File: src/rtl/mux_arb.sv
// Wormhole-locking round-robin arbiter for the 2:1 flit mux: grants on HEAD, holds until TAIL.
// Optional idle-lock watchdog enabled by defining MUX_ARB_WDOG_EN.
module mux_arb #(
  parameter int SELW    = 5,
  parameter int TYPEW   = 2,
  parameter int TIMEOUT = 16
) (
  input  logic             clk,
  input  logic             rst,
  input  logic             ivalid_0,
  input  logic [TYPEW-1:0] itype_0,
  input  logic             ivalid_1,
  input  logic [TYPEW-1:0] itype_1,
  input  logic             ordy,
  output logic [SELW-1:0]  sel,
  output logic             ipop_0,
  output logic             ipop_1,
  output logic             busy,
  output logic             err
);

  // State encoding doubles as the one-hot mux select.
  typedef enum logic [1:0] {
    IDLE  = 2'b00,
    LOCK0 = 2'b01,
    LOCK1 = 2'b10
  } state_e;

  localparam logic [TYPEW-1:0] T_HEAD = TYPEW'(1);
  localparam logic [TYPEW-1:0] T_TAIL = TYPEW'(3);

  state_e           state_q, state_d;
  logic             prio_q, prio_d;
  logic             first_q, first_d;
  logic             err_q, err_d;
  logic             req0, req1;
  logic             lk_pop;
  logic [TYPEW-1:0] lk_type;

`ifdef MUX_ARB_WDOG_EN
  localparam logic [7:0] WDOG_LIMIT = 8'(TIMEOUT);
  logic [7:0] wdog_q, wdog_d;
  logic       lk_valid;
`else
  logic unused_timeout;
  assign unused_timeout = ^TIMEOUT;
`endif

  assign sel    = {{(SELW-2){1'b0}}, state_q};
  assign busy   = (state_q != IDLE);
  assign err    = err_q;
  assign ipop_0 = (state_q == LOCK0) && ivalid_0 && ordy;
  assign ipop_1 = (state_q == LOCK1) && ivalid_1 && ordy;

  always_comb begin
    state_d = state_q;
    prio_d  = prio_q;
    first_d = first_q;
    err_d   = err_q;
    req0    = ivalid_0 && (itype_0 == T_HEAD);
    req1    = ivalid_1 && (itype_1 == T_HEAD);
    lk_pop  = ipop_0 || ipop_1;
    lk_type = (state_q == LOCK0) ? itype_0 : itype_1;

    case (state_q)
      IDLE: begin
        if ((ivalid_0 && !req0) || (ivalid_1 && !req1))
          err_d = 1'b1;
        first_d = 1'b1;
        if (req0 && (!req1 || !prio_q))
          state_d = LOCK0;
        else if (req1)
          state_d = LOCK1;
      end
      LOCK0, LOCK1: begin
        if (lk_pop) begin
          first_d = 1'b0;
          // A second HEAD inside a locked packet is flagged but the lock is kept.
          if ((lk_type == T_HEAD) && !first_q)
            err_d = 1'b1;
          if (lk_type == T_TAIL) begin
            state_d = IDLE;
            prio_d  = (state_q == LOCK0);
          end
        end
      end
      default: state_d = IDLE;
    endcase

`ifdef MUX_ARB_WDOG_EN
    lk_valid = (state_q == LOCK0) ? ivalid_0 : ivalid_1;
    wdog_d   = 8'd0;
    if ((state_q != IDLE) && !lk_valid) begin
      wdog_d = wdog_q + 8'd1;
      if (wdog_d == WDOG_LIMIT) begin
        state_d = IDLE;
        err_d   = 1'b1;
        prio_d  = ~prio_q;
        wdog_d  = 8'd0;
      end
    end
`endif
  end

  always_ff @(posedge clk) begin
    if (rst) begin
      state_q <= IDLE;
      prio_q  <= 1'b0;
      first_q <= 1'b0;
      err_q   <= 1'b0;
`ifdef MUX_ARB_WDOG_EN
      wdog_q  <= 8'd0;
`endif
    end else begin
      state_q <= state_d;
      prio_q  <= prio_d;
      first_q <= first_d;
      err_q   <= err_d;
`ifdef MUX_ARB_WDOG_EN
      wdog_q  <= wdog_d;
`endif
    end
  end

endmodule

File: config.mk
export PLATFORM = sky130hd
export DESIGN_NAME = mux_arb
export DESIGN_NICKNAME = d
export VERILOG_FILES = /design/src/rtl/mux_arb.sv
export SDC_FILE = /design/constraint.sdc
export NUM_CORES = 1
export LEC_CHECK = 0
export BUFFER_PORTS_ARGS = -buffer_cell sky130_fd_sc_hd__buf_2
export CELL_PAD_IN_SITES_DETAIL_PLACEMENT = 0
export CELL_PAD_IN_SITES_GLOBAL_PLACEMENT = 1
export CORE_MARGIN = 5
export CORE_UTILIZATION = 31
export DETAILED_ROUTE_END_ITERATION = 16
export GPL_TIMING_DRIVEN = 1
export PLACE_DENSITY = 0.78
export SYNTH_ARGS = -nofsm -noshare
export SYNTH_HDL_FRONTEND = slang
export SYNTH_SLANG_ARGS = --single-unit
File: constraint.sdc
create_clock -name clk -period 2.1 [get_ports clk]
set_clock_uncertainty 0.15 [all_clocks]
set_input_delay 0.21 -clock clk [delete_from_list [all_inputs] [get_ports clk]]
set_output_delay 0.21 -clock clk [all_outputs]
set_load 0.1 [all_outputs]
Yosys cells after proc, flatten, opt, wreduce, memory -nomap -nowiden
Cells that the tools add are included.
{"block": "word_totals", "reg_bits": 5, "in_bits": 9, "output_inout_bits": 9, "wordCells": 52}
{"block": "classes", "n_mux": 12, "reduce_logical": 25, "n_eq_ne": 11}
{"cell": "$logic_and 1x1->1", "count": 10}
{"cell": "$mux 2", "count": 5}
{"cell": "$eq 2x1->1 const B", "count": 4}
{"cell": "$ne 2x2->1 const B", "count": 4}
{"cell": "$reduce_and 3->1", "count": 2}
{"cell": "$eq 2x2->1 const B", "count": 2}
{"cell": "$logic_not 1->1", "count": 4}
{"cell": "$mux 1", "count": 4}
{"cell": "$pmux 1 s2", "count": 2}
{"cell": "$pmux 2 s2", "count": 1}
{"cell": "$reduce_and 4->1", "count": 1}
{"cell": "$reduce_bool 2->1", "count": 2}
{"cell": "$logic_or 1x1->1", "count": 3}
{"cell": "$ne 3x3->1 const B", "count": 1}
{"cell": "$logic_not 2->1", "count": 1}
{"cell": "$reduce_and 2->1", "count": 1}
{"cell": "$reduce_or 2->1", "count": 1}

Logic depth before layout (Yosys ltp)
{"block": "logic_depth", "ltp_word": 7, "mapped_depth": 6, "depth_no_buf": 6}

Worst setup path before layout
No wires, ideal clock.
{"block": "synth_path", "path_kind": "flip-flop to flip-flop", "start": "register state_q[1]", "end": "register err_q (netlist: err)", "setup_ps": 120, "path_buffers": 0, "required_time_ps": 1830, "path_stages_with_launch": 6, "arrival_time_ps": 2470, "setup_slack_ps": -641, "synth_period_minus_slack_ps": 2741, "path_cell_list": "dfxtp_1 inv_1 ha_1 inv_1 nor2_1 o31a_1"}
{"block": "synth_between", "elab_chain_cells": 6, "word_cells_on_any_way": 18, "classes_between": "eq/ne (6); mux (2); reduce/logical (10)"}
{"element": "from (decl)", "line": "32", "rtl": "state_e state_q, state_d;"}
{"element": "from (signal assigned)", "line": "115", "rtl": "state_q <= state_d;"}
{"element": "$eq 2x1->1 or $eq 2x2->1 (tied branches)"}
{"element": "$mux 2 (tied with other cells)", "line": "63", "rtl": "lk_type = (state_q == LOCK0) ? itype_0 : itype_1;"}
{"element": "$eq 2x1->1 (tied with other cells)", "line": "79", "rtl": "if ((lk_type == T_HEAD) && !first_q)"}
{"element": "$logic_and 1x1->1 or $logic_or 1x1->1 (tied branches)", "line": "79, 62"}
{"element": "$ne 2x2->1 (no source line)"}
{"element": "$reduce_and 4->1 (no source line)"}
{"element": "to (signal assigned)", "line": "118", "rtl": "err_q <= err_d;"}
{"element": "to (decl)", "line": "35", "rtl": "logic err_q, err_d;"}
Several ways; a longest one is shown, not always the timed one.
A chain may end at the register's enable or synchronous reset.

Worst setup path in the final report
{"block": "layout_path", "start": "register state_q[1]", "end": "output port ipop_0"}
{"block": "layout_between", "elab_chain_cells": 3}
{"element": "$eq 2x1->1", "line": "52", "rtl": "assign ipop_0 = (state_q == LOCK0) && ivalid_0 && ordy;"}
{"element": "$logic_and 1x1->1 (2 in a row)", "line": "52"}
{"element": "to (decl)", "line": "16", "rtl": "output logic ipop_0,"}
Every way passes these cells.

==> flow_metrics.tcl <==
set metrics [dict create \
    crit_chain "inv_4, ha_1, and3_2, buf_2" \
    firstDrtPassIters 2 \
    leakage_nw 0.247 \
    nets 82 \
    critPathCaptureType "output pin" \
    vias_per_cell 4.96 \
    rsz0062_at_grt "false" \
    cp.arrival_ns 1.47 \
    hold_path_class "primary input to flop" \
    num_rows 13 \
    vias 412 \
    required_ns 1.74 \
    cts_resized 0 \
    ys_seq_area_share_pct 23.5 \
    drt_first_iter_violations 1 \
    synth_top_area_share_pct 23.5 \
    fin_tns_setup_ns 0 \
    num_io_pins 18 \
    async_flop_share_pct 0 \
    fp.dieH_um 47.0 \
    cap_violations 0 \
    max_stage_delay_ns 0.41 \
    fillers 155 \
    die_area_um2 2210 \
    start_util_pct 32.7 \
    syn_avg_cell_area_um2 8.34 \
    period_needed_ns 1.83 \
    syn2layout_area_growth_pct 29.7 \
    multi_input_area_um2 297 \
    post_drt_wl_per_cell_um 12.5 \
    drc 0 \
    ys_seq_elements 5 \
    numPortBuffers 14 \
    ir_drop_uv 418 \
    cp_max_fo 4 \
    insertion_delay_ns 0.24 \
    diodes 0 \
    syn_inst 51 \
    grt_start_max_net_pins 8 \
    dieWidth_um 47.0 \
    synthDistinctLibCells 28 \
    route.antenna.remaining_nets 0 \
    slew_violations 0 \
    core-area_um2 1300 \
    yosys.area.top_type "dfxtp_1" \
    synthTopCellsByCount "inv_1 (7), dfxtp_1 (5), o21ai_0 (5), ha_1 (4)" \
    synth_area_um2 425 \
    yosysMostFrequentCell "inv_1" \
    synth_area_leaders "dfxtp_1 (24%), ha_1 (12%), inv_1 (6.2%)" \
    setup-violations-final 0 \
    post_cts_buffers 0 \
    grt_pass1_vias 398 \
    powerDensity_nw_per_um2 689 \
    cts-htree-levels 1 \
    finalHoldViolCount 0 \
    critPathKind "flop to output pin" \
    power_mw 0.380 \
    ctsLongestPathBuffers 2 \
    routed_wl_um 1040 \
    synthFlopType "dfxtp_1" \
    root_buffer "clkbuf_4" \
    place_congestion 0.809 \
    min_period_over_period_pct 87.1 \
    drive_above_1_share_pct 44.1 \
    antenna_found_initial 0 \
    crit_family "buffers and inverters" \
    crit_cells 4 \
    postCtsHoldBufs 0 \
    cpMaxStageDelayCell "buf_2" \
    grt_pass1_wl_um 1690 \
    regArea_um2 108 \
    fmax_mhz 547 \
    cp-start-kind "flop" \
    ys_warn_count 0 \
    grt_usage_pct 11.2 \
    reg2reg_depth 6 \
    grt_remaining_overflow 0 \
    hold_depth 2 \
    place_hpwl_um 875 \
    path_buf_inv 2 \
    cts_tree "built" \
    synth_edf_count 0 \
    status "finished clean" \
    numClockSinks 5 \
    clkTransAtPathRegs_ns 0.05 \
    cts_buffers 3 \
]
==> power breakdown <==
group	total, mW	internal [mW]	switching [mW]
registers	0.108	0.102	0.00570
clock network	0.112	0.0719	0.0401
logic	0.161	0.0398	0.121
total	0.380	0.214	0.167
==> layer usage <==
layer  vias to the layer above  track usage [%]  share of wire, %
li1                        212                -                 -
met1                       190             13.4                47
met2                         8             17.3                48
met3                         2             4.60               4.7
met4                         0             4.97              0.96
met5                         -                0                 0
==> sequential cells by signal (all words and copies together), names as in the netlist <==
signal	count
state_q	2
err	1
first_q	1
prio_q	1
==> cell families after synthesis <==
group / after synthesis / share of synthesized area [%]
AO/OA/AOI/OAI: 14 / 23.5
adder cells (fa/ha/maj): 4 / 11.8
AND/OR/NAND/NOR: 15 / 22.7
other: 1 / 0.882
multiplexers: 2 / 6.18
buffers and inverters: 10 / 11.5
flip-flops: 5 / 23.5
==> final timing paths <==
path,start,end,slack [ns]
max,state_q[1],ipop_0,0.27
min,rst,state_q[0],0.06
max reg2reg,state_q[1],state_q[1],0.29
min reg2reg,prio_q,prio_q,0.34
==> cells in the final DEF (no fill, tap or decap), drive strengths merged, types with 2 or more instances in the layout <==
| cell type | instances |
|---|---|
| buf | 14 |
| inv | 6 |
| o21ai | 5 |
| dfxtp | 5 |
| ha | 4 |
| clkbuf | 4 |
| nor2 | 3 |
| a21oi | 3 |
| conb | 3 |
| and3 | 2 |
| mux2 | 2 |
| a41oi | 2 |
==> cell type report <==
type	count	share of cell area [%]
clock buffers	4	4.76
inverters	7	5.90
flip-flops and latches	5	19.5
multi-input cells	38	53.7
well taps	15	3.40
repair buffers	14	12.7
==> per-stage QoR <==
| stage | utilization (%) | cells | hold slack (ns) | worst slack (ns) | instance area, um2 |
|---|---|---|---|---|---|
| global route | 42.4 | 83 | 0.0632 | 0.206 | 552 |
| detailed placement | 40.4 | 79 | 0.313 | 0.314 | 526 |
| global placement | 40.4 | 79 | 0.310 | 0.315 | 526 |
| CTS | 42.4 | 83 | 0.0501 | 0.248 | 552 |
| floorplan | - | 53 | 0.119 | 0.0225 | 459 |
| finish | 42.4 | 83 | 0.0588 | 0.271 | 552 |
No activity file was read; power rests on OpenSTA's default activity.
